`config.mk`:
```
export PLATFORM = sky130hd
export DESIGN_NAME = uart_rx_ctrl
export DESIGN_NICKNAME = d
export VERILOG_FILES = /design/src/rtl/uart_rx_ctrl.sv
export SDC_FILE = /design/constraint.sdc
export NUM_CORES = 1
export LEC_CHECK = 0
export BUFFER_PORTS_ARGS = -buffer_cell sky130_fd_sc_hd__buf_2
export CAP_MARGIN = 25
export CORE_ASPECT_RATIO = 1.25
export CORE_MARGIN = 1
export CORE_UTILIZATION = 62
export CTS_BUF_LIST = sky130_fd_sc_hd__clkbuf_4 sky130_fd_sc_hd__clkbuf_8
export CTS_CLUSTER_SIZE = 24
export DETAILED_ROUTE_END_ITERATION = 8
export GPL_ROUTABILITY_DRIVEN = 1
export PLACE_DENSITY = 0.93
export SETUP_SLACK_MARGIN = 0.05
export SYNTH_ARGS = -nofsm -noshare
export SYNTH_HDL_FRONTEND = slang
export SYNTH_SLANG_ARGS = --single-unit
```
`constraint.sdc`:
```
create_clock -name i_clk -period 5.98 [get_ports i_clk]
set_input_delay 0.299 -clock i_clk [delete_from_list [all_inputs] [get_ports i_clk]]
set_output_delay 0.299 -clock i_clk [all_outputs]
set_load 0.02 [all_outputs]
```
`src/rtl/uart_rx_ctrl.sv`:
```
// Control layer around the bit-level UART receiver: mode decode with safe
// reconfiguration, FWFT receive FIFO, RTS hysteresis, error stats and idle timeout.
module uart_rx_ctrl #(
    parameter int          DEPTH   = 8,
    parameter int          RTS_HI  = 6,
    parameter int          RTS_LO  = 2,
    parameter logic [15:0] TIMEOUT = 16'd20000
) (
    input  logic        i_clk,
    input  logic        i_rst_n,
    input  logic        i_cfg_wr,
    input  logic [7:0]  i_cfg_data,
    output logic        o_rx_en,
    output logic [15:0] o_baud_div,
    output logic        o_stop2,
    output logic        o_par_en,
    output logic        o_par_odd,
    input  logic        i_rx_busy,
    input  logic        i_rx_valid,
    input  logic [7:0]  i_rx_data,
    input  logic        i_rx_par_err,
    input  logic        i_rx_stop_err,
    output logic        o_out_valid,
    output logic [7:0]  o_out_data,
    output logic [1:0]  o_out_err,
    input  logic        i_out_ready,
    output logic        o_rts,
    output logic [4:0]  o_level,
    output logic        o_overrun,
    output logic [7:0]  o_err_count,
    output logic        o_timeout,
    output logic [1:0]  o_state
);

    // Handshake: the head entry transfers on every rising edge where
    // o_out_valid and i_out_ready are both 1; o_out_valid never depends on i_out_ready.

    localparam int AW = $clog2(DEPTH);

    typedef enum logic [1:0] {
        ST_DISABLED = 2'd0,
        ST_RUN      = 2'd1,
        ST_DRAIN    = 2'd2,
        ST_APPLY    = 2'd3
    } state_t;

    state_t         r_state, w_state_nxt;
    logic [7:0]     r_mode, r_pend, w_mode_nxt, w_pend_nxt;
    logic [9:0]     r_mem [DEPTH];
    logic [AW-1:0]  r_wr_ptr, r_rd_ptr;
    logic [4:0]     r_level;
    logic           r_rts;
    logic           r_overrun;
    logic [7:0]     r_err_count;
    logic [15:0]    r_idle;
    logic           w_full, w_pop, w_push_req, w_push, w_drop, w_err;

    always_comb begin
        w_state_nxt = r_state;
        w_mode_nxt  = r_mode;
        w_pend_nxt  = r_pend;
        case (r_state)
            ST_DISABLED: begin
                if (i_cfg_wr) begin
                    w_mode_nxt = i_cfg_data;
                    if (i_cfg_data[4]) w_state_nxt = ST_APPLY;
                end
            end
            ST_RUN: begin
                if (i_cfg_wr) begin
                    w_pend_nxt  = i_cfg_data;
                    w_state_nxt = ST_DRAIN;
                end
            end
            ST_DRAIN: begin
                // a write landing on the commit cycle still wins
                if (i_cfg_wr) w_pend_nxt = i_cfg_data;
                if (!i_rx_busy) begin
                    w_mode_nxt  = w_pend_nxt;
                    w_state_nxt = w_pend_nxt[4] ? ST_APPLY : ST_DISABLED;
                end
            end
            ST_APPLY:    w_state_nxt = ST_RUN;
            default:     w_state_nxt = ST_DISABLED;
        endcase
    end

    always_ff @(posedge i_clk or negedge i_rst_n) begin
        if (!i_rst_n) begin
            r_state <= ST_DISABLED;
            r_mode  <= 8'h00;
            r_pend  <= 8'h00;
        end else begin
            r_state <= w_state_nxt;
            r_mode  <= w_mode_nxt;
            r_pend  <= w_pend_nxt;
        end
    end

    always_ff @(posedge i_clk or negedge i_rst_n) begin
        if (!i_rst_n) begin
            o_baud_div <= 16'd10416;
            o_stop2    <= 1'b1;
            o_par_en   <= 1'b0;
            o_par_odd  <= 1'b0;
        end else begin
            case (r_mode[7:6])
                2'b00:   o_baud_div <= 16'd10416;
                2'b01:   o_baud_div <= 16'd5208;
                2'b10:   o_baud_div <= 16'd2604;
                default: o_baud_div <= 16'd868;
            endcase
            o_stop2   <= ~r_mode[5];
            o_par_en  <= r_mode[0];
            o_par_odd <= r_mode[1];
        end
    end

    assign w_full     = (r_level == 5'(DEPTH));
    assign w_pop      = o_out_valid & i_out_ready;
    assign w_push_req = i_rx_valid & ((r_state == ST_RUN) | (r_state == ST_DRAIN));
    assign w_push     = w_push_req & (~w_full | w_pop);
    assign w_drop     = w_push_req & w_full & ~w_pop;
    assign w_err      = i_rx_par_err | i_rx_stop_err;

    always_ff @(posedge i_clk) begin
        if (w_push) r_mem[r_wr_ptr] <= {i_rx_stop_err, i_rx_par_err, i_rx_data};
    end

    always_ff @(posedge i_clk or negedge i_rst_n) begin
        if (!i_rst_n) begin
            r_wr_ptr <= '0;
            r_rd_ptr <= '0;
            r_level  <= 5'd0;
        end else begin
            if (w_push) r_wr_ptr <= r_wr_ptr + AW'(1);
            if (w_pop)  r_rd_ptr <= r_rd_ptr + AW'(1);
            case ({w_push, w_pop})
                2'b10:   r_level <= r_level + 5'd1;
                2'b01:   r_level <= r_level - 5'd1;
                default: r_level <= r_level;
            endcase
        end
    end

    always_ff @(posedge i_clk or negedge i_rst_n) begin
        if (!i_rst_n) begin
            r_overrun   <= 1'b0;
            r_err_count <= 8'd0;
            r_rts       <= 1'b1;
            r_idle      <= 16'd0;
        end else begin
            if (i_cfg_wr)    r_overrun <= 1'b0;
            else if (w_drop) r_overrun <= 1'b1;
            if (i_cfg_wr)
                r_err_count <= 8'd0;
            else if (w_push_req && w_err && r_err_count != 8'hFF)
                r_err_count <= r_err_count + 8'd1;
            // hysteresis band between RTS_LO and RTS_HI holds the last value
            if (r_state != ST_RUN)             r_rts <= 1'b1;
            else if (r_level >= 5'(RTS_HI))    r_rts <= 1'b1;
            else if (r_level <= 5'(RTS_LO))    r_rts <= 1'b0;
            if (w_push || w_pop || r_level == 5'd0) r_idle <= 16'd0;
            else if (r_idle != 16'hFFFF)            r_idle <= r_idle + 16'd1;
        end
    end

    assign o_rx_en     = (r_state == ST_RUN) | (r_state == ST_DRAIN);
    assign o_out_valid = (r_level != 5'd0);
    assign o_out_data  = o_out_valid ? r_mem[r_rd_ptr][7:0] : 8'h00;
    assign o_out_err   = o_out_valid ? r_mem[r_rd_ptr][9:8] : 2'b00;
    assign o_rts       = r_rts | (r_state != ST_RUN);
    assign o_level     = r_level;
    assign o_overrun   = r_overrun;
    assign o_err_count = r_err_count;
    assign o_timeout   = (r_idle >= TIMEOUT) && o_out_valid;
    assign o_state     = r_state;

endmodule

```
==> results.yml <==
route:
  ant_nets: 0
  dr.pass1.iters: 5
  wl_per_cell_um: 19.1
  dr_total_vias: 3987
  via_per_inst: 6.00
  drc: 0
  initialDrtViolationCount: 235
  routed_wl_um: 12700
synth:
  synth.distinct_cells: 61
  postSynthCellCount: 447
  synth_flop_cell: "edfxtp_1"
  yosysSeqAreaShare_pct: 62.4
  ys_warn_count: 0
  postSynthAreaPerCell_um2: 14.2
  ys_seq_elements: 142
  ys_async_sr_fraction_pct: 43.7
  synth_edf_count: 80
  syn_area_um2: 6350
clocking:
  root_buffer: "clkbuf_8"
  clkLatencyLatePin_ns: 0.43
  cts_resized: 0
  tritoncts: "done"
  cts_inserted_buffers: 17
  post-cts-setup-buffer-count: 0
  cts.sinks: 142
  ctsHoldBuffers: 0
  clk_pin_slew_ns: 0.08
  htreeDepth: 4
  clk_path_buf_depth: 2
sta:
  period_share_pct: 47.8
  skew_ns: 0.00980
  finalSetupViolCount: 0
  fmax_mhz: 350
  period_needed_ns: 2.86
  finalHoldViolCount: 0
  drv_slew: 0
  final.setup.tns_ns: 0
  rsz0062_at_grt: "no"
  worst_slew_pin_slew_ns: 1.02
  max_slew_margin_pct: 31.4
worst_setup_path:
  crit_arrival_ns: 2.91
  r2r_start: "o_state[0]$_DFFE_PN0P_"
  path_class: "flip-flop to flip-flop"
  cp-start-kind: "flip-flop"
  required_ns: 6.03
  crit_start: "o_state[0]$_DFFE_PN0P_"
  crit_fanout: 10
  endpoint_kind: "flip-flop"
die:
  coreArea_um2: 9760
  initial_core_util_pct: 65.0
  fp.dieH_um: 115
  pin_count: 73
  die_area_um2: 10600
  die_w_um: 92.5
  placementRows: 40
run_status:
  status: "complete, no violations"
global_route:
  grt-ovfl-total: 0
  grt_pass1_vias: 4145
  grt_max_degree: 63
  grt_antenna_before_repair: 0
  grt.total_usage_pct: 25.8
  grt_pass1_wl_um: 20300
min_path:
  hold_class: "input pin to async pin"
power_and_ir_drop:
  vdd_drop_max_mv: 0.354
  p_per_area_nw_per_um2: 477
  p_leak_uw: 0.00293
cells_and_area:
  n_fill_cell: 614
  syn_to_final_growth_pct: 13.5
  finalNetCount: 567
  n_antenna_cell: 0
  drive_gt1_share_pct: 29.9
  fin_area_um2: 7200
placed_design:
  placed_area_um2: 6780
  globalplace.congestion: 0.795
  hpwl_um: 8540
  io_buffers: 66
job:
  maxCapViolCount: 0
[worst max-delay path, stage by stage, from the launching register on]
cell	delay, ns
dfrtp_1	0.44
inv_1	0.12
ha_1	0.47
nand2_1	0.10
a31oi_2	0.33
nand2b_1	0.20
nor3_2	0.81
[cell type report]
cell class	instances	area, um2	area share, %
Sequential cell	142	3960	55.0
Multi-Input combinational cell	274	2250	31.2
Timing Repair Buffer	74	400	5.56
Clock buffer	17	234	3.25
Tap cell	126	158	2.19
Clock inverter	15	144	2.00
Inverter	16	60.1	0.834
[cells by family after synthesis]
kind of cell / share of synthesized area [%]
AND/OR/NAND/NOR: 10.8
multiplexers: 12.2
adder cells (fa/ha/maj): 3.55
AO/OA/AOI/OAI: 6.72
XOR/XNOR: 1.79
flip-flops: 62.4
other: 0.0591
buffers and inverters: 2.52
[layer usage]
layer	GRT usage, %	up-vias	wire length (um)
met4	12.8	0	320
met1	29.4	1989	4870
li1	-	1822	-
met3	6.68	26	619
met5	0	-	0
met2	45.0	150	6850
[synthesized netlist by cell type, types with 3 or more instances]
library cell  number  area [um2]
or2_2              4        25.0
or4_1              5        37.5
nor3_1             7        35.0
o31ai_1            6        45.0
edfxtp_1          80        2400
dfstp_2            6         158
xnor2_1            7        61.3
nand4_1            4        25.0
inv_1             15        56.3
nand3_1            9        45.0
and3_1             6        37.5
buf_4              7        52.6
mux2i_1           21         210
and2_1             3        18.8
or3_1              4        25.0
xor2_1             6        52.6
ha_1              18         225
nor2_1            34         128
nand2_1           30         113
o21ai_0           16        80.1
mux2_2             9         101
nand2b_1           8        50.1
dfrtp_1           56        1400
buf_2              5        25.0
a21oi_1           16        80.1
o2111ai_1          4        35.0
clkbuf_1           6        22.5
mux4_2            20         450
[power by group]
group / internal [uW] / switching [uW]
Combinational: 535 / 710
Sequential: 1260 / 201
Clock: 368 / 364
[through the flow]
step	total power [uW]	cells	utilization (%)	hold WS, ns	worst slack (ns)
floorplan	2350	450	-	0.00341	3.19
global placement	2620	626	69.4	0.363	3.05
detailed placement	2710	627	69.5	0.370	2.95
CTS	3440	659	73.4	0.0301	2.92
global route	3620	664	73.8	0.0625	2.93
finish	3430	664	73.8	0.0151	3.12
[path summary, 6_finish.rpt]
kind                                                    to  slack, ns  cells after the start
max in group asynchronous       o_err_count[7]$_DFFE_PN0P_       5.44                      2
min in group i_clk                   r_pend[7]$_DFFE_PN0N_       0.11                      2
worst max-delay path                 r_mem[0][5]$_DFFE_PP_       3.12                      6
worst max register to register       r_mem[0][5]$_DFFE_PP_       3.12                      6
worst min register to register           o_stop2$_DFF_PN1_       0.39                      1
worst min-delay path                 r_pend[7]$_DFFE_PN0N_       0.02                      2
[state kept, by name, indices dropped and copies added, names as in the netlist, 2 cells and up]
register     flops
r_mem           80
o_err_count      8
o_level          5
r_idle          16
r_rd_ptr         3
r_pend           6
o_baud_div       9
o_state          2
r_wr_ptr         3
r_mode           5
[cells in the final DEF (no fill, tap or decap), types with 2 or more instances in the layout]
cell type   count
edfxtp_1       80
buf_2          66
dfrtp_1        56
nor2_1         34
nand2_1        30
mux2i_1        21
mux4_2         20
ha_1           18
clkbuf_8       18
o21ai_0        16
a21oi_1        16
inv_1          15
nand3_1         9
mux2_2          9
nand2b_1        8
xnor2_1         7
and3_1          6
xor2_1          6
o31ai_1         6
buf_4           6
dfstp_2         6
or4_1           5
nor3_1          5
nor3_2          4
or2_2           4
nand4_1         4
o2111ai_1       4
or3_1           4
conb_1          4
and2_1          3
inv_6           3
clkinv_2        3
clkinv_1        3
clkinvlp_4      3
nor2b_1         2
bufinv_16       2
Power figures use the tool's default switching activity.
